**src/rtl/mtr_drv_pkg.sv**
```systemverilog
// Shared constants and helpers for the slew-limited multi-channel motor driver.
// Imported by the top level and by every channel instance.
package mtr_drv_pkg;

    localparam int NCH_D    = 2;
    localparam int DUTY_W_D = 12;
    localparam int STEP_D   = 64;
    localparam int DEAD_D   = 8;

    // Symmetric clamp; only the most negative code actually moves.
    function automatic int sat_duty(input int duty, input int max_mag);
        if (duty < -max_mag) return -max_mag;
        if (duty > max_mag) return max_mag;
        return duty;
    endfunction

endpackage

```
**src/rtl/mtr_drv_slew_chan.sv**
```systemverilog
// One motor channel: clamp, slew limiter, direction, blanking and PWM compare.
// Applied duty moves only on the period wrap edge.
module mtr_chan
    import mtr_drv_pkg::*;
#(
    parameter int DUTY_W = DUTY_W_D,
    parameter int STEP   = STEP_D,
    parameter int DEAD   = DEAD_D
) (
    input  logic                     clk,
    input  logic                     rst,
    input  logic                     en,
    input  logic                     wrap,
    input  logic [DUTY_W-2:0]        cnt,
    input  logic signed [DUTY_W-1:0] duty,
    output logic                     dir,
    output logic                     pwm,
    output logic                     ramping
);

    localparam int MAX = 2**(DUTY_W-1) - 1;
    localparam logic [DUTY_W-2:0] DEAD_C = (DUTY_W-1)'(DEAD);
    localparam logic signed [DUTY_W:0] STEP_W = (DUTY_W+1)'(STEP);
    localparam logic signed [DUTY_W-1:0] STEP_N = DUTY_W'(STEP);

    logic signed [DUTY_W-1:0] tgt_d;
    logic signed [DUTY_W-1:0] tgt_q;
    logic signed [DUTY_W-1:0] app_q;
    logic signed [DUTY_W-1:0] app_nx;
    logic signed [DUTY_W:0]   diff;
    logic [DUTY_W-2:0]        mag;
    logic                     dir_q;
    logic                     dir_nx;
    logic                     blank_q;
    logic                     blank;
    logic                     pwm_q;

    always_comb begin
        tgt_d = DUTY_W'(sat_duty(int'(duty), MAX));
        diff  = (DUTY_W+1)'(tgt_d) - (DUTY_W+1)'(app_q);
        unique case (1'b1)
            (diff > STEP_W):  app_nx = app_q + STEP_N;
            (diff < -STEP_W): app_nx = app_q - STEP_N;
            default:          app_nx = tgt_d;
        endcase
        // A reversal always passes through one zero period.
        if (app_q != '0 && app_nx != '0 && app_q[DUTY_W-1] != app_nx[DUTY_W-1])
            app_nx = '0;
        dir_nx = dir_q;
        if (app_nx[DUTY_W-1])
            dir_nx = 1'b1;
        else if (app_nx != '0)
            dir_nx = 1'b0;
        mag   = app_q[DUTY_W-1] ? (DUTY_W-1)'(-app_q) : (DUTY_W-1)'(app_q);
        blank = blank_q && (cnt < DEAD_C);
    end

    always_ff @(posedge clk) begin
        if (rst) begin
            app_q   <= '0;
            tgt_q   <= '0;
            dir_q   <= 1'b0;
            blank_q <= 1'b0;
            pwm_q   <= 1'b0;
        end else begin
            pwm_q <= en && !blank && (cnt < mag);
            if (!en) begin
                app_q <= '0;
                if (wrap) begin
                    tgt_q   <= tgt_d;
                    blank_q <= 1'b0;
                end
            end else if (wrap) begin
                app_q   <= app_nx;
                tgt_q   <= tgt_d;
                dir_q   <= dir_nx;
                blank_q <= (dir_nx != dir_q);
            end
        end
    end

    assign dir     = dir_q;
    assign pwm     = pwm_q;
    assign ramping = (app_q != tgt_q);

endmodule

```
**src/rtl/mtr_drv_slew.sv**
```systemverilog
// Multi-channel sign/magnitude motor driver with shared PWM counter.
// Owns the period counter and fans enable out to each channel.
module mtr_drv_slew
    import mtr_drv_pkg::*;
#(
    parameter int NCH    = NCH_D,
    parameter int DUTY_W = DUTY_W_D,
    parameter int STEP   = STEP_D,
    parameter int DEAD   = DEAD_D
) (
    input  logic                  clk,
    input  logic                  rst,
    input  logic                  en,
    input  logic [NCH*DUTY_W-1:0] duty,
    output logic [NCH-1:0]        dir,
    output logic [NCH-1:0]        pwm,
    output logic                  period_start,
    output logic [NCH-1:0]        ramping
);

    logic [DUTY_W-2:0] cnt_q;
    logic              wrap;

    always_ff @(posedge clk) begin
        if (rst)
            cnt_q <= '0;
        else
            cnt_q <= cnt_q + 1'b1;
    end

    assign wrap         = &cnt_q;
    assign period_start = (cnt_q == '0);

    for (genvar i = 0; i < NCH; i++) begin : g_ch
        mtr_chan #(
            .DUTY_W (DUTY_W),
            .STEP   (STEP),
            .DEAD   (DEAD)
        ) u_chan (
            .clk     (clk),
            .rst     (rst),
            .en      (en),
            .wrap    (wrap),
            .cnt     (cnt_q),
            .duty    (duty[i*DUTY_W +: DUTY_W]),
            .dir     (dir[i]),
            .pwm     (pwm[i]),
            .ramping (ramping[i])
        );
    end

endmodule

```
**config.mk**
```make
export PLATFORM = sky130hd
export DESIGN_NAME = mtr_drv_slew
export DESIGN_NICKNAME = d
export VERILOG_FILES = /design/src/rtl/mtr_drv_pkg.sv /design/src/rtl/mtr_drv_slew_chan.sv /design/src/rtl/mtr_drv_slew.sv
export SDC_FILE = /design/constraint.sdc
export NUM_CORES = 1
export LEC_CHECK = 0
export BUFFER_PORTS_ARGS = -buffer_cell sky130_fd_sc_hd__buf_2
export CORE_ASPECT_RATIO = 1.25
export CORE_MARGIN = 4
export CORE_UTILIZATION = 40
export DETAILED_ROUTE_END_ITERATION = 7
export PLACE_DENSITY_LB_ADDON = 0.2
export SYNTH_ARGS = -nofsm -noshare
export SYNTH_HDL_FRONTEND = slang
export SYNTH_SLANG_ARGS = --single-unit
export TNS_END_PERCENT = 30
```
**constraint.sdc**
```tcl
create_clock -name clk -period 9.15 [get_ports clk]
set_input_delay 0.4575 -clock clk [delete_from_list [all_inputs] [get_ports clk]]
set_output_delay 0.4575 -clock clk [all_outputs]
set_load 0.01 [all_outputs]
```
==> summary.md, run 1 <==
| Metric | Value |
|---|---|
| Outcome | complete, no violations |
| Grt total ovfl | 0 |
| Complex-gate fraction of the synthesized area | 21.6% |
| Met2 usage | 37.7% |
| Cell count after synthesis | 768 |
| Crit Path Class | in -> reg |
| Post-Syn Nets | 855 |
| Placeable Area | 14500 um^2 |
| Slew @ Worst Pin | 0.919 ns |
| Layout cells sized above 1 | 10.6% |
| PostCTS Resize Cnt | 0 |
| Share of the synthesized area in the top cell type | 21.9% |
| CP required | 9.39 ns |
| Final setup fails | 0 |
| Starting Density | 41.1% |
| Layout area overhead | 7.29% |
| Mux contribution to synthesized area | 3.49% |
| Largest family of logic cells by synthesized area | simple AND/OR/NAND/NOR gates |
| DRT Pass-1 Iters | 5 |
| Sequential Power Share | 39.5% |
| Fin. Hold Viols | 0 |
| Startpoint types | primary input |
| Clock Pin Slew Worst Setup and Hold Paths | 0.05 ns |
| M1 GR Usage | 23.7% |
| Final period utilization | 63.9% |
| Xor and xnor area share after synthesis | 11.0% |
| CTS Hold Bufs | 0 |
| Critical Path Stages | 23 |
| ANT cells | 0 |
| Pwr/cell area | 114 nW/um^2 |
| Synth Area in Adders | 13.1% |
| Gr usage total | 21.1% |
| Crit path max-delay family | simple AND/OR/NAND/NOR gates |
| Initial antenna violation count | 0 |
| Final core occ | 44.1% |
| Fmax | 171 MHz |
| Commonest non-fill, non-tap cell in the layout | nand2_1 |
| Leak | 0.00274 uW |
| Crit path capture type | flop |
| First-pass GRT wire length | 27800 um |
| Chip Width | 117 um |
| Top_reg_cell synth | dfxtp_1 |
| CTS tree | done |
| Post-Route WL | 17500 um |
| Pins Over Slew Limit | 0 |
| Dpl ws | 2.98 ns |
| DRC viols | 0 |
| Switch Pwr | 201 uW |
| Vias per cell | 5.82 |
| Async SR Flop Fraction | 0% |
| Syn_area_per_cell | 7.75 um^2 |
| Routability cong. | 0.938 |
| Crit path from | duty[7] |
| I/O pin cnt | 34 |
| Worst Skew | 0.00415 ns |
| Cell variety after synth | 78 |
| Post-DP Area | 6110 um^2 |
| CTS H-tree lvls | 3 |
| Nets | 846 |
| DRT iter0 DRCs | 250 |
| Simple-gate portion of the synthesized area | 21.9% |
| Cells along the critical path | buf_2 -> or4_1 -> nor4_1 -> a21oi_1 -> ha_1 -> fa_1 -> and2b_1 -> o221ai_2 -> a21boi_1 -> a41oi_1 -> o31ai_1 -> nor3_1 -> nor2_1 -> ha_1 -> a21o_1 -> a21oi_1 -> or4b_1 -> o2111ai_1 -> xnor2_1 -> nor3_1 -> nor4_1 -> o21bai_2 -> o31ai_2 |
| Most frequent cells in the layout | nand2_1, dfxtp_1, ha_1, a21oi_1, nor2_1 |
| Num rows | 49 |
| Largest net degree at the start of global routing | 42 |
| Worst R2R Setup Slack | 3.84 ns |
| Reg2reg end | g_ch[0].u_chan.app_q[6] |
| CP max-delay cell | or4_1 |
| Post-layout worst setup margin | 3.30 ns |
| Sw frac | 27.8% |
| Hpwl dp | 14000 um |
| Clock power share | 43.2% |
| P_int | 524 uW |
| GR peak layer | met2 |
| Fill count | 1506 |
| Mapped Area | 5950 um^2 |
| Port Buffer Count | 33 |
| Die Span Y | 144 um |
| Total power | 726 uW |
| Top post-synthesis cells by area | dfxtp_1, ha_1, nand2_1 |
| Met3 Usage GRT | 3.18% |
| Worst hold path type | in -> reg |
| Worst Path Buf+Inv | 1 |
| Final ANT Viol Nets | 0 |
| Worst slew margin | 38.2% |
| # Post-CTS Setup Buffers | 0 |
| Tmin final | 5.85 ns |
| Combinational cell fraction of total power | 17.3% |
| Clock Tree Buf Depth | 2 |
| #FFs+latches synth | 65 |
| CP max FO | 6 |
| Yosys synthesis warning count | 0 |
| FF-to-FF path depth | 19 |
| Clk_lat worst skew | 0.33 ns |
| Vias in the first global route | 5421 |
| EDFF count, synth | 0 |
| Wire per inst | 18.5 um |
| Max VDD drop | 0.0000951 V |
| Max-cap viol count | 0 |
| Area leader, netlist | dfxtp_1 |
| Die footprint | 16900 um^2 |
| Num Clock Sinks | 65 |
| Setup TNS | 0 ns |
| Layout Cell Area excl Fill | 6390 um^2 |
| Worst path arrival time | 6.09 ns |
| Crit path to | g_ch[0].u_chan.app_q[6] |
| FF-to-FF Start | g_ch[0].u_chan.app_q[6] |
| Sequential area share after synthesis | 21.9% |
| Routed via count | 5479 |
| RSZ-0062 raised after global routing | false |
| Total CTS buffers | 9 |
| Max incr delay on CP | 0.51 ns |
| CTS root buf | clkbuf_16 |
==> layer usage <==
layer  share of wire [%]  vias up  wire length, um
li1                    -     2698                -
met1                  41     2570             7080
met2                  50      157             8780
met3                 3.8       54              660
met4                 5.4        0              935
met5                   0        -                0
==> cell usage after synthesis (all sizes together) (5+ instances only) <==
master,count
ha,56
a31oi,5
clkbuf,41
o21ai,28
nor4,14
and3,9
inv,44
xor2,42
a211oi,7
nand4,8
nor2b,7
buf,15
o22ai,9
or3,6
a21oi,53
nor3,17
o31ai,12
nand3,15
or4,8
nand2,101
nor2,49
a21o,23
a22o,5
mux2i,14
dfxtp,65
xnor2,33
nand2b,10
o21a,7
==> area by class of cell <==
type / instances / area [um^2] / area share, %
Clock buffer: 10 / 239 / 3.74
Sequential cell: 65 / 1300 / 20.4
Tap cell: 178 / 223 / 3.49
Clock inverter: 6 / 33.8 / 0.529
Timing Repair Buffer: 36 / 188 / 2.94
Inverter: 45 / 169 / 2.64
Multi-Input combinational cell: 602 / 4230 / 66.3
==> registers in the layout, summed over array words and instances (netlist names) <==
name                 count
g_ch.u_chan.tgt_q       24
g_ch.u_chan.blank_q      2
g_ch.u_chan.app_q       24
g_ch.u_chan.dir          2
cnt_q                   11
g_ch.u_chan.pwm          2
==> worst min-delay path by stage <==
stage          cells after the start  slack, ns                       end                startpoint
2_1_floorplan                      2       0.42    g_ch[0].u_chan.blank_q    g_ch[0].u_chan.blank_q
3_3_place_gp                       2       0.45   g_ch[1].u_chan.tgt_q[4]   g_ch[1].u_chan.tgt_q[4]
3_5_place_dp                       2       0.46  g_ch[0].u_chan.tgt_q[11]  g_ch[0].u_chan.tgt_q[11]
4_1_cts                            2       0.40   g_ch[0].u_chan.app_q[4]                   duty[4]
5_1_grt                            3       0.41   g_ch[1].u_chan.app_q[5]                  duty[17]
6_report                           2       0.41   g_ch[0].u_chan.app_q[4]                   duty[4]
==> per-stage QoR <==
stage	hold slack (ns)	cells
2_1_floorplan	0.421	768
3_3_place_gp	0.451	926
6_report	0.408	942
3_5_place_dp	0.459	926
5_1_grt	0.408	942
4_1_cts	0.402	942
==> cells by family after synthesis <==
logic type                 after synthesis
and+or+nand+nor                        264
AOI/OAI and AO/OA                      185
buffers and inverters                  101
xor gates and xnor gates                75
DFF                                     65
adders and majority gates               60
muxes                                   18
==> power groups by stage <==
stage / clock (uW) / sequential, uW / combinational [uW]
after floorplan: 0 / 292 / 93.9
after detailed placement: 0 / 293 / 125
after global placement: 0 / 293 / 123
after CTS: 320 / 287 / 125
final: 314 / 287 / 125
after global routing: 331 / 287 / 139
No activity file was read; power rests on OpenSTA's default activity.
==> run 2: changes to the inputs <==
==> constraint.sdc (replaced) <==
create_clock -name clk -period 5.6 [get_ports clk]
set_input_delay 0.28 -clock clk [delete_from_list [all_inputs] [get_ports clk]]
set_output_delay 0.28 -clock clk [all_outputs]
set_load 0.01 [all_outputs]
==> run 2 against run 1 <==
Net effect:
- cell area up 6.1%
- sequential cell count unchanged
- clock skew grew 0.0016 ns
- highest routed layer unchanged
- clock power increased by 82%
- die area unchanged
- first-iteration DRC count rose by 18%
- total power is 76% higher
- sequential share of layout area is 1.2 points lower
- register-to-register slack worse by 3.3 ns
- core utilization up 2.7 points
- critical path depth fell by 1
- combinational power increased by 87%
==> summary.md, run 2 (synthesis gave the netlist of run 1 again) <==
| Metric | Value |
|---|---|
| Outcome | complete, no violations (unchanged) |
| Crit Path Class | in -> reg (unchanged) |
| Clk_lat worst skew | 0.32 ns (was 0.33 ns) |
| Chip Width | 117 um (unchanged) |
| Pwr/cell area | 188 nW/um^2 (was 114 nW/um^2) |
| Worst path arrival time | 5.49 ns (was 6.09 ns) |
| Vias in the first global route | 5623 (was 5421) |
| CTS H-tree lvls | 3 (unchanged) |
| Post-Route WL | 17800 um (was 17500 um) |
| Fmax | 191 MHz |
| Most frequent cells in the layout | nand2_1, dfxtp_1, ha_1, a21oi_1 (was nand2_1, dfxtp_1, ha_1, a21oi_1, nor2_1) |
| Final period utilization | 93.5% |
| Post-layout worst setup margin | 0.364 ns (was 3.30 ns) |
| Final ANT Viol Nets | 0 (unchanged) |
| Clock Pin Slew Worst Setup and Hold Paths | 0.06 ns (was 0.05 ns) |
| Routed via count | 5599 (was 5479) |
| Clock Tree Buf Depth | 2 (unchanged) |
| Layout Cells excl Fill | 986 (was 942) |
| Pins Over Slew Limit | 0 (unchanged) |
| Crit path capture type | flop (unchanged) |
| Slew @ Worst Pin | 0.919 ns (about the same) |
| Layout Cell Area excl Fill | 6770 um^2 (was 6390 um^2) |
| Routability cong. | 0.938 (about the same) |
| Multi-input gate area | 4260 um^2 (was 4230 um^2) |
| Die Span Y | 144 um (unchanged) |
| Placed cells | 969 (was 926) |
| CTS Hold Bufs | 0 (unchanged) |
| Leak | 0.00297 uW (was 0.00274 uW) |
| Layout cells sized above 1 | 16.1% (was 10.6%) |
| Nets | 890 (was 846) |
| DRC viols | 0 (unchanged) |
| CTS root buf | clkbuf_16 (unchanged) |
| RSZ-0062 raised after global routing | false (unchanged) |
| Setup TNS | 0 ns (unchanged) |
| Total power | 1270 uW (was 726 uW) |
| DRT iter0 DRCs | 294 (was 250) |
| Fin. Hold Viols | 0 (unchanged) |
| Tmin final | 5.24 ns |
| Largest net degree at the start of global routing | 42 (unchanged) |
| Final setup fails | 0 (unchanged) |
| Layout area overhead | 13.8% (was 7.29%) |
| Starting Density | 41.1% (unchanged) |
| Post-DP Area | 6440 um^2 (was 6110 um^2) |
| Max VDD drop | 0.000128 V (was 0.0000951 V) |
| Num Clock Sinks | 65 (unchanged) |
| First-pass GRT wire length | 28700 um (was 27800 um) |
| Commonest non-fill, non-tap cell in the layout | nand2_1 (unchanged) |
| Worst hold path type | in -> reg (unchanged) |
| Max-cap viol count | 0 (unchanged) |
| Initial antenna violation count | 0 (unchanged) |
| Port Buffer Count | 33 (unchanged) |
| Vias per cell | 5.68 (was 5.82) |
| CTS tree | done (unchanged) |
| Dpl ws | -0.193 ns (was 2.98 ns) |
| Worst Skew | 0.00580 ns (was 0.00415 ns) |
| ANT cells | 0 (unchanged) |
| Wire per inst | 18.1 um (was 18.5 um) |
| Placeable Area | 14500 um^2 (unchanged) |
| DRT Pass-1 Iters | 4 (was 5) |
| Total CTS buffers | 9 (unchanged) |
| CP max FO | 5 (was 6) |
| Worst slew margin | 38.6% (was 38.2%) |
| CP required | 5.85 ns (was 9.39 ns) |
| Biggest registers after layout | g_ch.u_chan.app_q (24), g_ch.u_chan.tgt_q (24), cnt_q (11) (unchanged) |
| Num rows | 49 (unchanged) |
| Grt total ovfl | 0 (unchanged) |
| Die footprint | 16900 um^2 (unchanged) |
| Hpwl dp | 14300 um (was 14000 um) |
| Reg area | 1300 um^2 (unchanged) |
| I/O pin cnt | 34 (unchanged) |
| Fill count | 1454 (was 1506) |
| Gr usage total | 21.8% (was 21.1%) |
| Startpoint types | primary input (unchanged) |
## run 2: changes by cell type in the layout (fill, tap and decap cells not counted)
| cell | previous run | this run |
|---|---|---|
| nor2_1 | 48 | 47 |
| buf_4 | 3 | 47 |
| bufinv_16 | 0 | 1 |
| nor4_2 | 1 | 3 |
| clkbuf_8 | 1 | 2 |
| a21boi_2 | 1 | 2 |
| a21oi_2 | 0 | 1 |
| nor4_1 | 13 | 11 |
| a21boi_1 | 2 | 1 |
| nor2_2 | 1 | 2 |
| clkinv_2 | 5 | 3 |
| a21oi_1 | 53 | 52 |
## run 2: cell type report
class / instances / area share [%]
Sequential cell: 65 / 19.2
Inverter: 45 / 2.49
Clock inverter: 5 / 0.794
Tap cell: 178 / 3.29
Clock buffer: 11 / 3.73
Timing Repair Buffer: 80 / 7.65
Multi-Input combinational cell: 602 / 62.8
## run 2: path summary, 6_finish.rpt
path / start / endpoint / slack (ns) / depth (start not counted)
worst max-delay path: duty[7] / g_ch[0].u_chan.blank_q / 0.36 / 22
worst min-delay path: duty[17] / g_ch[1].u_chan.app_q[5] / 0.24 / 3
worst max register to register: g_ch[1].u_chan.app_q[5] / g_ch[1].u_chan.blank_q / 0.54 / 18
worst min register to register: g_ch[0].u_chan.tgt_q[9] / g_ch[0].u_chan.tgt_q[9] / 0.46 / 2
## run 2: critical path: stages
cell and delay (ns):
buf_2 0.11, or4_1 0.54, nor4_2 0.29, a21oi_2 0.13
ha_1 0.21, fa_1 0.38, and2b_1 0.24, o221ai_2 0.12
a21boi_2 0.19, xnor2_1 0.10, or3_4 0.34, nor3_1 0.21
nor2_2 0.11, buf_4 0.15, ha_1 0.29, inv_1 0.05
or4b_1 0.50, o2111ai_1 0.13, xnor2_1 0.16, or3_1 0.39
mux4_2 0.45, o21ai_0 0.14
## run 2: repair_timing
action | 4_1_cts | 5_1_grt
endpoints found under the setup margin | 0 | 14
resized for setup | 0 | 5
buffers inserted | 0 | 1
## run 2: per-stage QoR
stage                     hold slack [ns]  utilization, %
after global routing                0.245            46.8
after detailed placement            0.455            44.5
final                               0.244            46.8
after floorplan                     0.406               -
after global placement              0.449            44.5
after CTS                           0.231            46.6
## run 2: power breakdown
group	total, uW	switching [uW]	internal [uW]
combinational	234	129	106
sequential	468	3.01	465
clock	572	205	367
## run 2: routing by layer
layer	global-route usage [%]	vias up	wire, um	share of wire, %
met4	12.0	0	933	5.2
met3	3.01	58	617	3.5
met2	39.6	135	9140	51
li1	-	2783	-	-
met1	24.2	2623	7110	40
met5	0	-	0	0
